--- src/rtl/led_seq_ctrl_pkg.sv ---
// Shared types and defaults for the LED sequence controller.
// State and opcode encodings are fixed because they are visible on the command bus and the state port.
package led_seq_pkg;

  localparam int unsigned ADDR_W = 4;
  localparam int unsigned DATA_W = 4;

  localparam logic DIR_UP = 1'b0;
  localparam logic DIR_DN = 1'b1;

  typedef enum logic [1:0] {
    ST_IDLE  = 2'd0,
    ST_RUN   = 2'd1,
    ST_PAUSE = 2'd2,
    ST_STEP  = 2'd3
  } state_t;

  typedef enum logic [2:0] {
    OP_NOP     = 3'd0,
    OP_RUN     = 3'd1,
    OP_PAUSE   = 3'd2,
    OP_STEP    = 3'd3,
    OP_LOAD    = 3'd4,
    OP_DIR     = 3'd5,
    OP_RESTART = 3'd6,
    OP_MODE    = 3'd7
  } op_t;

endpackage

--- src/rtl/led_seq_ctrl_if.sv ---
// Command handshake bus between the board command source (master) and the controller (slave).
interface led_seq_ctrl_if #(
  parameter int unsigned ADDR_W = led_seq_pkg::ADDR_W
) ();
  import led_seq_pkg::*;

  logic              cmd_valid;
  logic              cmd_ready;
  op_t               cmd_op;
  logic [ADDR_W-1:0] cmd_arg;

  modport master (output cmd_valid, output cmd_op, output cmd_arg, input cmd_ready);
  modport slave  (input cmd_valid, input cmd_op, input cmd_arg, output cmd_ready);

endinterface

--- src/rtl/led_seq_ctrl_tick_gen.sv ---
// Advance-tick divider: counts 0..TICK_DIV-1 while enabled, held at zero otherwise.
module led_tick_gen #(
  parameter int unsigned TICK_DIV = 4
) (
  input  logic clk,
  input  logic srst,
  input  logic en,
  input  logic clr,
  output logic tick
);

  localparam int unsigned     CNT_W = $clog2(TICK_DIV);
  localparam logic [CNT_W-1:0] LAST = CNT_W'(TICK_DIV - 1);

  logic [CNT_W-1:0] cnt_q;

  assign tick = en && (cnt_q == LAST);

  always_ff @(posedge clk or posedge srst) begin
    if (srst) begin
      cnt_q <= '0;
    end else if (!en || clr || tick) begin
      cnt_q <= '0;
    end else begin
      cnt_q <= cnt_q + CNT_W'(1);
    end
  end

endmodule

--- src/rtl/led_seq_ctrl.sv ---
// Run-time controller for the LED pattern ROM: command FSM, ROM address counter, LED register.
// Optional ping-pong sweep enabled by defining LED_SEQ_PINGPONG_EN.
module led_seq_ctrl #(
  parameter int unsigned TICK_DIV = 67108864,
  parameter int unsigned ADDR_W   = led_seq_pkg::ADDR_W,
  parameter int unsigned DATA_W   = led_seq_pkg::DATA_W
) (
  input  logic              clk,
  input  logic              srst,
  led_seq_ctrl_if.slave     cmd,
  output logic [ADDR_W-1:0] rom_addr,
  input  logic [DATA_W-1:0] rom_data,
  output logic [DATA_W-1:0] led,
  output logic              tick,
  output logic              wrap,
  output logic [1:0]        state
);
  import led_seq_pkg::*;

  localparam logic [ADDR_W-1:0] ADDR_MAX = '1;

  state_t            state_q, state_d;
  op_t               op;
  logic              accept, cmd_hit, advance, tick_i;
  logic [ADDR_W-1:0] addr_q, step_addr;
  logic              dir_q, step_dir, step_wrap, wrap_q;
  logic              pingpong;

  assign op     = cmd.cmd_op;
  assign accept = cmd.cmd_valid && cmd.cmd_ready;

`ifdef LED_SEQ_PINGPONG_EN
  logic pingpong_q;

  always_ff @(posedge clk or posedge srst) begin
    if (srst) begin
      pingpong_q <= 1'b0;
    end else if (accept && op == OP_MODE) begin
      pingpong_q <= cmd.cmd_arg[0];
    end
  end

  assign pingpong = pingpong_q;
  assign cmd_hit  = accept && (op != OP_NOP);
`else
  // MODE behaves exactly like NOP here, including not suppressing a tick advance.
  assign pingpong = 1'b0;
  assign cmd_hit  = accept && (op != OP_NOP) && (op != OP_MODE);
`endif

  // ---------------------------------------------------------------- FSM
  always_ff @(posedge clk or posedge srst) begin
    if (srst) begin
      state_q <= ST_IDLE;
    end else begin
      state_q <= state_d;
    end
  end

  always_comb begin
    state_d = state_q;
    if (state_q == ST_STEP) begin
      state_d = ST_PAUSE;
    end else if (accept) begin
      case (op)
        OP_RUN:     state_d = ST_RUN;
        OP_PAUSE:   if (state_q == ST_RUN) state_d = ST_PAUSE;
        OP_STEP:    state_d = ST_STEP;
        OP_RESTART: state_d = ST_IDLE;
        default:    state_d = state_q;
      endcase
    end
  end

  always_comb begin
    cmd.cmd_ready = (state_q != ST_STEP);
    state         = state_q;
  end

  // ---------------------------------------------------------------- divider
  led_tick_gen #(
    .TICK_DIV (TICK_DIV)
  ) u_tick_gen (
    .clk  (clk),
    .srst (srst),
    .en   (state_q == ST_RUN),
    .clr  (accept && op == OP_RUN),
    .tick (tick_i)
  );

  assign tick = tick_i;

  // A command accepted in the tick cycle wins; the divider still wraps on its own.
  assign advance = (state_q == ST_STEP) || (tick_i && !cmd_hit);

  // ---------------------------------------------------------------- address
  always_comb begin
    step_dir = dir_q;
    if (dir_q == DIR_UP) begin
      step_addr = addr_q + ADDR_W'(1);
      step_wrap = (addr_q == ADDR_MAX);
      if (pingpong && addr_q == ADDR_MAX) begin
        step_addr = ADDR_MAX - ADDR_W'(1);
        step_dir  = DIR_DN;
      end
    end else begin
      step_addr = addr_q - ADDR_W'(1);
      step_wrap = (addr_q == '0);
      if (pingpong && addr_q == '0) begin
        step_addr = ADDR_W'(1);
        step_dir  = DIR_UP;
      end
    end
  end

  always_ff @(posedge clk or posedge srst) begin
    if (srst) begin
      addr_q <= '0;
      dir_q  <= DIR_UP;
      wrap_q <= 1'b0;
    end else begin
      wrap_q <= 1'b0;
      if (advance) begin
        addr_q <= step_addr;
        dir_q  <= step_dir;
        wrap_q <= step_wrap;
      end else if (accept) begin
        case (op)
          OP_LOAD:    addr_q <= cmd.cmd_arg;
          OP_DIR:     dir_q  <= cmd.cmd_arg[0];
          OP_RESTART: addr_q <= '0;
          default:    addr_q <= addr_q;
        endcase
      end
    end
  end

  assign rom_addr = addr_q;
  assign wrap     = wrap_q;

  // ---------------------------------------------------------------- LED register
  always_ff @(posedge clk or posedge srst) begin
    if (srst) begin
      led <= '0;
    end else begin
      led <= rom_data;
    end
  end

endmodule

--- src/flat_wrapper.sv ---
// flat-port wrapper written by rule: the top's interface ports become plain ports
module led_seq_ctrl_flat import led_seq_pkg::*;
#(
  parameter int unsigned TICK_DIV = 67108864,
  parameter int unsigned ADDR_W   = led_seq_pkg::ADDR_W,
  parameter int unsigned DATA_W   = led_seq_pkg::DATA_W
)
  (clk, srst, rom_addr, rom_data, led, tick, wrap, state, cmd_cmd_valid, cmd_cmd_op, cmd_cmd_arg, cmd_cmd_ready);
  led_seq_ctrl_if #(.ADDR_W(ADDR_W)) cmd_i ();
  input  logic clk;
  input  logic srst;
  output logic [ADDR_W-1:0] rom_addr;
  input  logic [DATA_W-1:0] rom_data;
  output logic [DATA_W-1:0] led;
  output logic tick;
  output logic wrap;
  output logic [1:0] state;
  input wire logic [$bits(cmd_i.cmd_valid)-1:0] cmd_cmd_valid;
  input wire logic [$bits(cmd_i.cmd_op)-1:0] cmd_cmd_op;
  input wire logic [$bits(cmd_i.cmd_arg)-1:0] cmd_cmd_arg;
  output wire logic [$bits(cmd_i.cmd_ready)-1:0] cmd_cmd_ready;
  assign cmd_i.cmd_valid = cmd_cmd_valid;
  assign cmd_i.cmd_op = cmd_cmd_op;
  assign cmd_i.cmd_arg = cmd_cmd_arg;
  assign cmd_cmd_ready = cmd_i.cmd_ready;
  led_seq_ctrl #(.TICK_DIV(TICK_DIV), .ADDR_W(ADDR_W), .DATA_W(DATA_W)) u_core (.clk(clk), .srst(srst), .cmd(cmd_i), .rom_addr(rom_addr), .rom_data(rom_data), .led(led), .tick(tick), .wrap(wrap), .state(state));
endmodule
--- config.mk ---
export PLATFORM = sky130hd
export DESIGN_NAME = led_seq_ctrl_flat
export DESIGN_NICKNAME = d
export VERILOG_FILES = /design/src/rtl/led_seq_ctrl_pkg.sv /design/src/rtl/led_seq_ctrl_if.sv /design/src/rtl/led_seq_ctrl_tick_gen.sv /design/src/rtl/led_seq_ctrl.sv /design/src/flat_wrapper.sv
export SDC_FILE = /design/constraint.sdc
export NUM_CORES = 1
export LEC_CHECK = 0
export CORE_ASPECT_RATIO = 1.1
export CORE_MARGIN = 1.5
export CORE_UTILIZATION = 43
export DETAILED_ROUTE_END_ITERATION = 7
export HOLD_SLACK_MARGIN = 0.06
export PLACE_DENSITY_LB_ADDON = 0.08
export SKIP_CTS_REPAIR_TIMING = 1
export SLEW_MARGIN = 20
export SYNTH_ARGS = -nofsm -noshare
export SYNTH_HDL_FRONTEND = slang
export SYNTH_SLANG_ARGS = --single-unit
--- constraint.sdc ---
create_clock -name clk -period 1.79 [get_ports clk]
set_input_delay 0.358 -clock clk [delete_from_list [all_inputs] [get_ports clk]]
set_output_delay 0.358 -clock clk [all_outputs]
set_load 0.1 [all_outputs]
After elaboration in Yosys (flattened, before gate mapping)
Cells that the tools add are included.
- output and inout bits: 13
- input port bits: 14
- register bits after elaboration: 38
- reductions and logical operators: 21
- muxes and demuxes: 15
- equality and inequality tests: 13
- add/sub/neg operators: 3
- operators by type and width (cell ; number):
    adder 26 x 1 -> 26 bit (second input constant) ; 1
    == test 26 bit (second input constant) ; 1
    2-to-1 mux 26 bit ; 1
    2-to-1 mux 4 bit ; 3
    == test 3 bit (second input constant) ; 3
    case mux 2 bit (4 select lines) ; 1
    case mux 4 bit (2 select lines) ; 1
    == test 3 x 2 -> 1 bit (second input constant) ; 2
    logical AND 1 bit ; 6
    2-to-1 mux 1 bit ; 6
    2-to-1 mux 2 bit ; 3
    nonzero test 2 bit ; 3
    nonzero test 3 bit ; 2
    nonzero test 5 bit ; 1
    adder 4 x 1 -> 4 bit (second input constant) ; 1
    == test 4 bit (second input constant) ; 1
    zero test 4 bit ; 1
    AND reduction 2 bit ; 2
    subtractor 4 x 1 -> 4 bit (second input constant) ; 1
    == test 3 x 1 -> 1 bit (second input constant) ; 1
    logical OR 1 bit ; 3
    != test 3 x 2 -> 1 bit (second input constant) ; 1
    != test 3 bit (second input constant) ; 1
    AND reduction 3 bit ; 1
    4 further kinds ; 5

Longest topological paths before layout
- depth in word-level cells: 9
- gate-level depth with buffers: 7
- gate-level depth less buffers: 6

Cells and area by module
Synthesis repeated with hierarchy kept, for this count alone.
- cell total of the unflattened synthesis: 219
- area total of the unflattened synthesis: 2109.5 um2
- by module, submodules not included (module ; area each (um2) ; cells each ; instances):
    led_tick_gen ; 1392.6 ; 146 ; 1
    led_seq_ctrl ; 716.9 ; 73 ; 1

Worst setup path before layout
No wires, ideal clock.
- path kind: register -> output
- start point: register u_core.u_tick_gen.cnt_q[0]
- end point: output port tick
- slack: -1.117 ns
- data arrival time: 2.549 ns
- stages on the path, launching flop included: 6
- path buffers: 0
- cells stage by stage: dfrtp_1 > ha_1 > nand3_1 > nor4_4 > nand4_1 > nor2_1
- cells in the longest elaborated chain, start to end: 2
- ends and longest elaborated chain (what ; RTL line ; source):
    start, declared ; led_seq_ctrl_tick_gen.sv:15 ; logic [CNT_W-1:0] cnt_q;
    start signal, assigned ; led_seq_ctrl_tick_gen.sv:25 ; cnt_q <= cnt_q + CNT_W'(1);
    == test 26 bit ; led_seq_ctrl_tick_gen.sv:17 ; assign tick = en && (cnt_q == LAST);
    logical AND 1 bit ; led_seq_ctrl_tick_gen.sv:17 ;
    end, declared ; flat_wrapper.sv:15 ; output logic tick;
No other way between the ends.

Worst setup path after layout
- start point: register u_core.u_tick_gen.cnt_q[6]
- end point: output port tick
The elaborated chain is that of the path after synthesis.

==> impl_metrics.yaml <==
outcome:
  status: "finished with violations"
  violations: "setup timing"
pwr:
  irDropWorstVdd_v: 0.000557
  leakage_nw: 1.28
  cellPowerDensity_mw_per_mm2: 1140
layout:
  n_antenna_cell: 0
  fin_util_pct: 64.3
  area_growth_pct: 45.2
  drive_gt1_share_pct: 30.9
  fill_cells: 376
  layout.cells.non_filler: 331
  layout.nets: 292
synth:
  synth_compound_area_share_pct: 5.54
  synth-xor-area-share_pct: 10.8
  synthFlopType: "dfrtp_1"
  netlist_area_sq_mm: 0.00203
  synthAdderAreaFrac_pct: 2.83
  synth_cells: 207
  yosysUniqueCellTypes: 43
  yosys_warnings: 0
  syn_nets: 225
  synth_top_family_by_area: "simple AND/OR/NAND/NOR gates"
  seq_area_frac_synth_pct: 46.8
  ys_ff_latch: 38
  synth_mux_area_share_pct: 1.05
  avgSynthCellArea_sq_um: 9.82
  synth_edf_count: 0
  synthSimpleGateAreaFrac_pct: 29.4
  synthArstFlopShare_pct: 100
setup_path:
  worst_ep_required_time_ps: 1430
  path_class: "flip-flop to output pin"
  crit_path_max_fanout: 2
  cp.arrival_ps: 1750
  end_kind: "output pin"
  path_buf_inv: 2
  path_cells: "nand4_1 > nor4_4 > nand4_1 > buf_4 > nor2_4 > buf_12"
  start_kind: "flip-flop"
  r2r_slack_ps: 0
  cp_common_cell: "nand4_1"
  cpLargestDelayFamily: "simple AND/OR/NAND/NOR gates"
  crit_slowest_cell: "dfrtp_1"
  slowest_delay_ps: 370
sta:
  fin_crit_ps: 2100
  relSlewSlack_pct: 77.6
  tightest_slew_ps: 334
  fin_skew_ps: 12.6
  fmax_mhz: 475
  rsz0062_at_grt: "yes"
  hold_viol_final: 0
  setup_viol: 2
  fin_crit_sh_pct: 118
  maxSlewViolCount: 0
  fin_ws_ps: -313
clock_network:
  clock_path_buffers: 2
  cts_root_buf: "clkbuf_8"
  cts_max_level: 2
  clock-sinks: 38
  path_clk_slew_ps: 80
  cts_buffers: 5
  insertion_delay_ps: 300
  cts_tree: "yes"
placed_design:
  place_hpwl_um: 3500
  post-place-cells: 323
  gp_congestion: 0.767
  portBuffers: 26
die:
  start_util_pct: 44.3
  die_h_um: 75.1
  ios: 27
  die_w_um: 68.5
  fp-row-count: 26
  core_area_sq_mm: 0.00459
  die-area_sq_mm: 0.00515
grt:
  antenna_found_initial: 0
  grt_pass1_wl_um: 7800
  grt_pass1_vias: 1751
  track_usage_pct: 20.3
  grt_max_degree: 26
  grt-ovfl-total: 0
route:
  dr_total_vias: 1743
  wl_per_cell_um: 14.4
  drc: 0
  ant_nets: 0
  routed_wl_um: 4750
  firstDrtPassIters: 4
  drtIter0Drc: 43
  vias_per_cell: 5.27
flow_run:
  drv_cap: 0
min_path:
  hold_path.class: "input port to asynchronous set/reset pin"
==> through the flow <==
| step | total power [mW] | setup TNS [ps] | cell area, sq um | hold slack, ps | worst slack [ps] |
|---|---|---|---|---|---|
| after global placement | 2.52 | -1130 | 2780 | 521 | -300 |
| final | 3.38 | -318 | 2950 | 375 | -313 |
| after global routing | 3.55 | -485 | 2950 | 399 | -407 |
| after detailed placement | 2.56 | -2130 | 2780 | 529 | -364 |
| after floorplan | 1.99 | -809 | 2070 | 389 | -349 |
| after CTS | 3.33 | -427 | 2900 | 379 | -363 |
==> final timing paths <==
check                                       startpoint  cells after the start                     endpoint
setup reg to reg                    u_core.rom_addr[2]                      6           u_core.rom_addr[3]
setup / recovery            u_core.u_tick_gen.cnt_q[6]                      6                         tick
max in group asynchronous                         srst                      3              u_core.state[0]
hold / removal                                    srst                      3                u_core.led[1]
hold reg to reg            u_core.u_tick_gen.cnt_q[24]                      2  u_core.u_tick_gen.cnt_q[24]
min in group clk                           rom_data[3]                      1                u_core.led[3]
==> power by group <==
part           internal [mW]  switching (mW)
Sequential             0.964           0.135
Combinational          0.625           0.892
Clock                  0.455           0.308
==> cell usage after synthesis (2+ instances only) <==
master / instances / area share, %
buf_6: 3 / 1.7
nor2_1: 40 / 7.4
a21oi_1: 4 / 0.99
o21ai_0: 3 / 0.74
ha_1: 3 / 1.8
o221ai_1: 2 / 0.86
nor2b_1: 2 / 0.62
nor4_1: 2 / 0.62
nand2b_1: 2 / 0.62
xor2_1: 15 / 6.5
inv_1: 8 / 1.5
a31oi_1: 2 / 0.62
and4_1: 5 / 2.2
nand2_1: 12 / 2.2
nand3_1: 16 / 3.9
or4_1: 2 / 0.74
nand4_1: 6 / 1.8
dfrtp_1: 38 / 47
nor3_1: 4 / 0.99
nand4_4: 2 / 2.1
and3_1: 2 / 0.62
and3_2: 2 / 0.74
buf_2: 2 / 0.49
xnor2_1: 10 / 4.3
o211ai_1: 2 / 0.74
==> routing by layer <==
metal / vias up / part of all wire (%) / track usage [%]
li1: 850 / - / -
met1: 856 / 43 / 23.4
met2: 30 / 53 / 37.0
met3: 7 / 3.1 / 4.78
met4: 0 / 1.4 / 5.56
met5: - / 0 / 0
==> placed cells by master (no fill, tap or decap), drive strengths merged, types with 2 or more instances in the layout <==
cell and n:
a21oi 4, a31oi 2, and3 4, and4 6, buf 52, clkbuf 7
clkdlybuf4s50 13, dfrtp 38, ha 3, inv 7, nand2 12, nand2b 3
nand3 16, nand4 8, nor2 41, nor2b 2, nor3 4, nor4 3
o211ai 2, o21ai 3, o221ai 2, or3 2, or4 2, xnor2 10
xor2 15
==> kinds of logic (layout without fill, tap and decap cells) <==
kind of cell               count (synthesis)  count (layout)
AOI/OAI and AO/OA                         17              17
muxes                                      2               2
buffers and inverters                     13              81
DFF                                       38              38
and+or+nand+nor                          108             108
adders and majority gates                  4               4
xor gates and xnor gates                  25              25
==> flip-flops by register name, summed over array words and instances, names as in the netlist <==
name and count:
u_core.state 2, u_core.rom_addr 4, u_core.u_tick_gen.cnt_q 26, u_core.led 4, u_core.wrap 1, u_core.dir_q 1
==> tightest hold or removal path, stage by stage <==
cell and delay [ps]:
clkdlybuf4s50_1 400, inv_1 70, buf_4 200
==> area by class of cell <==
type | count | area [sq um] | area share (%)
inverter | 8 | 33.8 | 1.15
multi-input combinational | 156 | 1070 | 36.3
timing repair buffer | 65 | 696 | 23.6
clock inverter | 1 | 30.0 | 1.02
sequential | 38 | 963 | 32.7
clock buffer | 7 | 86.3 | 2.93
tap | 56 | 70.1 | 2.37
Note: power is estimated with default switching activity, not from simulation.
==> RTL edit, RTL diff (same settings) <==
Remove the register `led`: a continuous assignment takes its place, so the output `led` follows one clock earlier.
--- a/src/rtl/led_seq_ctrl.sv
+++ b/src/rtl/led_seq_ctrl.sv
@@ -141,9 +141,3 @@
   // ---------------------------------------------------------------- LED register
-  always_ff @(posedge clk or posedge srst) begin
-    if (srst) begin
-      led <= '0;
-    end else begin
-      led <= rom_data;
-    end
-  end
+  assign led = rom_data;
 
Behaviour: not the same (a bounded check fails within 4 cycles, from zero or initial values and one cycle with srst high).
==> RTL edit against the unedited design <==
The run still ends with setup timing left; first-iteration DRC count increased by 84%; non-clock buffer count grew 9; wire length is 2.4% higher; design area up 0.64%; total power up 6.3%; setup slack worse by 0.21 ns; area after synthesis down 8.6%; sequential cell count decreased by 4; cell count fell by 2.1%.
==> RTL edit: results (changes against the unedited design) <==
** Cells and area
- Sequential cells :: 34 (-11%)
- The post-layout net count came to 289 (-1.0%).
- Layout Area Growth over Synthesis :: 59.8%
- Clock network area share :: 3.08% (-0.87 points)
- Non-clock buffering overhead :: 25.7% (+2.2 points)

** Status
- Violations in the final reports :: setup timing
- The run finished, with violations left.

** Logic synthesis
- The share of synthesized cell area in full adder, half adder and majority cells was 3.10% (+0.27 points).
- Complex-gate fraction of the synthesized area :: 8.08% (+2.5 points)
- Post-synthesis share of cell area spent on xor and xnor gates :: 11.3% (+0.54 points)
- The commonest cells after synthesis are 37 x nor2_1, 34 x dfrtp_1, 20 x nand2_1.

** Global route
- Largest net degree at the start of global routing :: 35 (+35%)
- The first-pass GRT wire length is 7.75 mm (-0.70%).
- The number of global-route vias before repair is 1750 (-0.057%).

** Routing
- The vias after detailed routing is 1691 (-3.0%).

** Power
- The combinational power was 2.03 mW (+34%).
- The net switching power of the design came to 1.58 mW (+18%).
- The static leakage power was 1.28 nW (about the same).

** Place
- The HPWL after detailed placement came to 3.32 mm (-5.2%).
- Total instance count after detailed placement :: 311 (-3.7%)

** STA
- The setup violation total in the final timing report came to 32 (+30).
- Worst clock skew :: 0.00332 ns (-0.00929 ns)
- Aggregate negative setup slack :: -13.79 ns (-13.47 ns)
- Final setup margin :: -0.523 ns (-0.210 ns)

** Worst setup path
- Data arrival, critical path :: 1.96 ns (+0.21 ns)
==> RTL edit: cell count changes after synthesis, moves of 3 or more <==
cell	delta
dfrtp_1	-4
nand3_1	-4
and4_1	-3
buf_4	+4
nor3_1	-3
o21ai_0	+3
nand2_1	+8
nor2_1	-3
==> RTL edit: critical path: stages, from the launching register on <==
cell	delay (ns)
dfrtp_1	0.43
nand4_4	0.12
or4_4	0.55
buf_6	0.14
nor4_4	0.21
buf_12	0.22
==> RTL edit: kinds of logic (layout without fill, tap and decap cells) <==
| group | after synthesis | in the layout |
|---|---|---|
| DFF | 34 | 34 |
| xor gates and xnor gates | 24 | 24 |
| adders and majority gates | 4 | 4 |
| and+or+nand+nor | 97 | 97 |
| muxes | 1 | 1 |
| AOI/OAI and AO/OA | 22 | 22 |
| buffers and inverters | 15 | 90 |
==> RTL edit: path summary, 6_finish.rpt <==
path,startpoint,end,slack [ns],depth (start not counted)
max,u_core.u_tick_gen.cnt_q[7]$_DFF_PP0_,tick,-0.52,5
min,srst,u_core.wrap$_DFF_PP0_,0.47,3
max reg2reg,u_core.u_tick_gen.cnt_q[7]$_DFF_PP0_,u_core.u_tick_gen.cnt_q[7]$_DFF_PP0_,-0.46,7
min reg2reg,u_core.u_tick_gen.cnt_q[25]$_DFF_PP0_,u_core.u_tick_gen.cnt_q[25]$_DFF_PP0_,0.58,2
max in group asynchronous,srst,u_core.state[0]$_DFFE_PP0P_,0.97,3
min in group clk,u_core.u_tick_gen.cnt_q[25]$_DFF_PP0_,u_core.u_tick_gen.cnt_q[25]$_DFF_PP0_,0.58,2
==> RTL edit: layer usage <==
layer / vias to the layer above / routed length [um]
met5: - / 0
met4: 0 / 83
met3: 10 / 196
met2: 34 / 2750
met1: 827 / 1840
li1: 820 / -
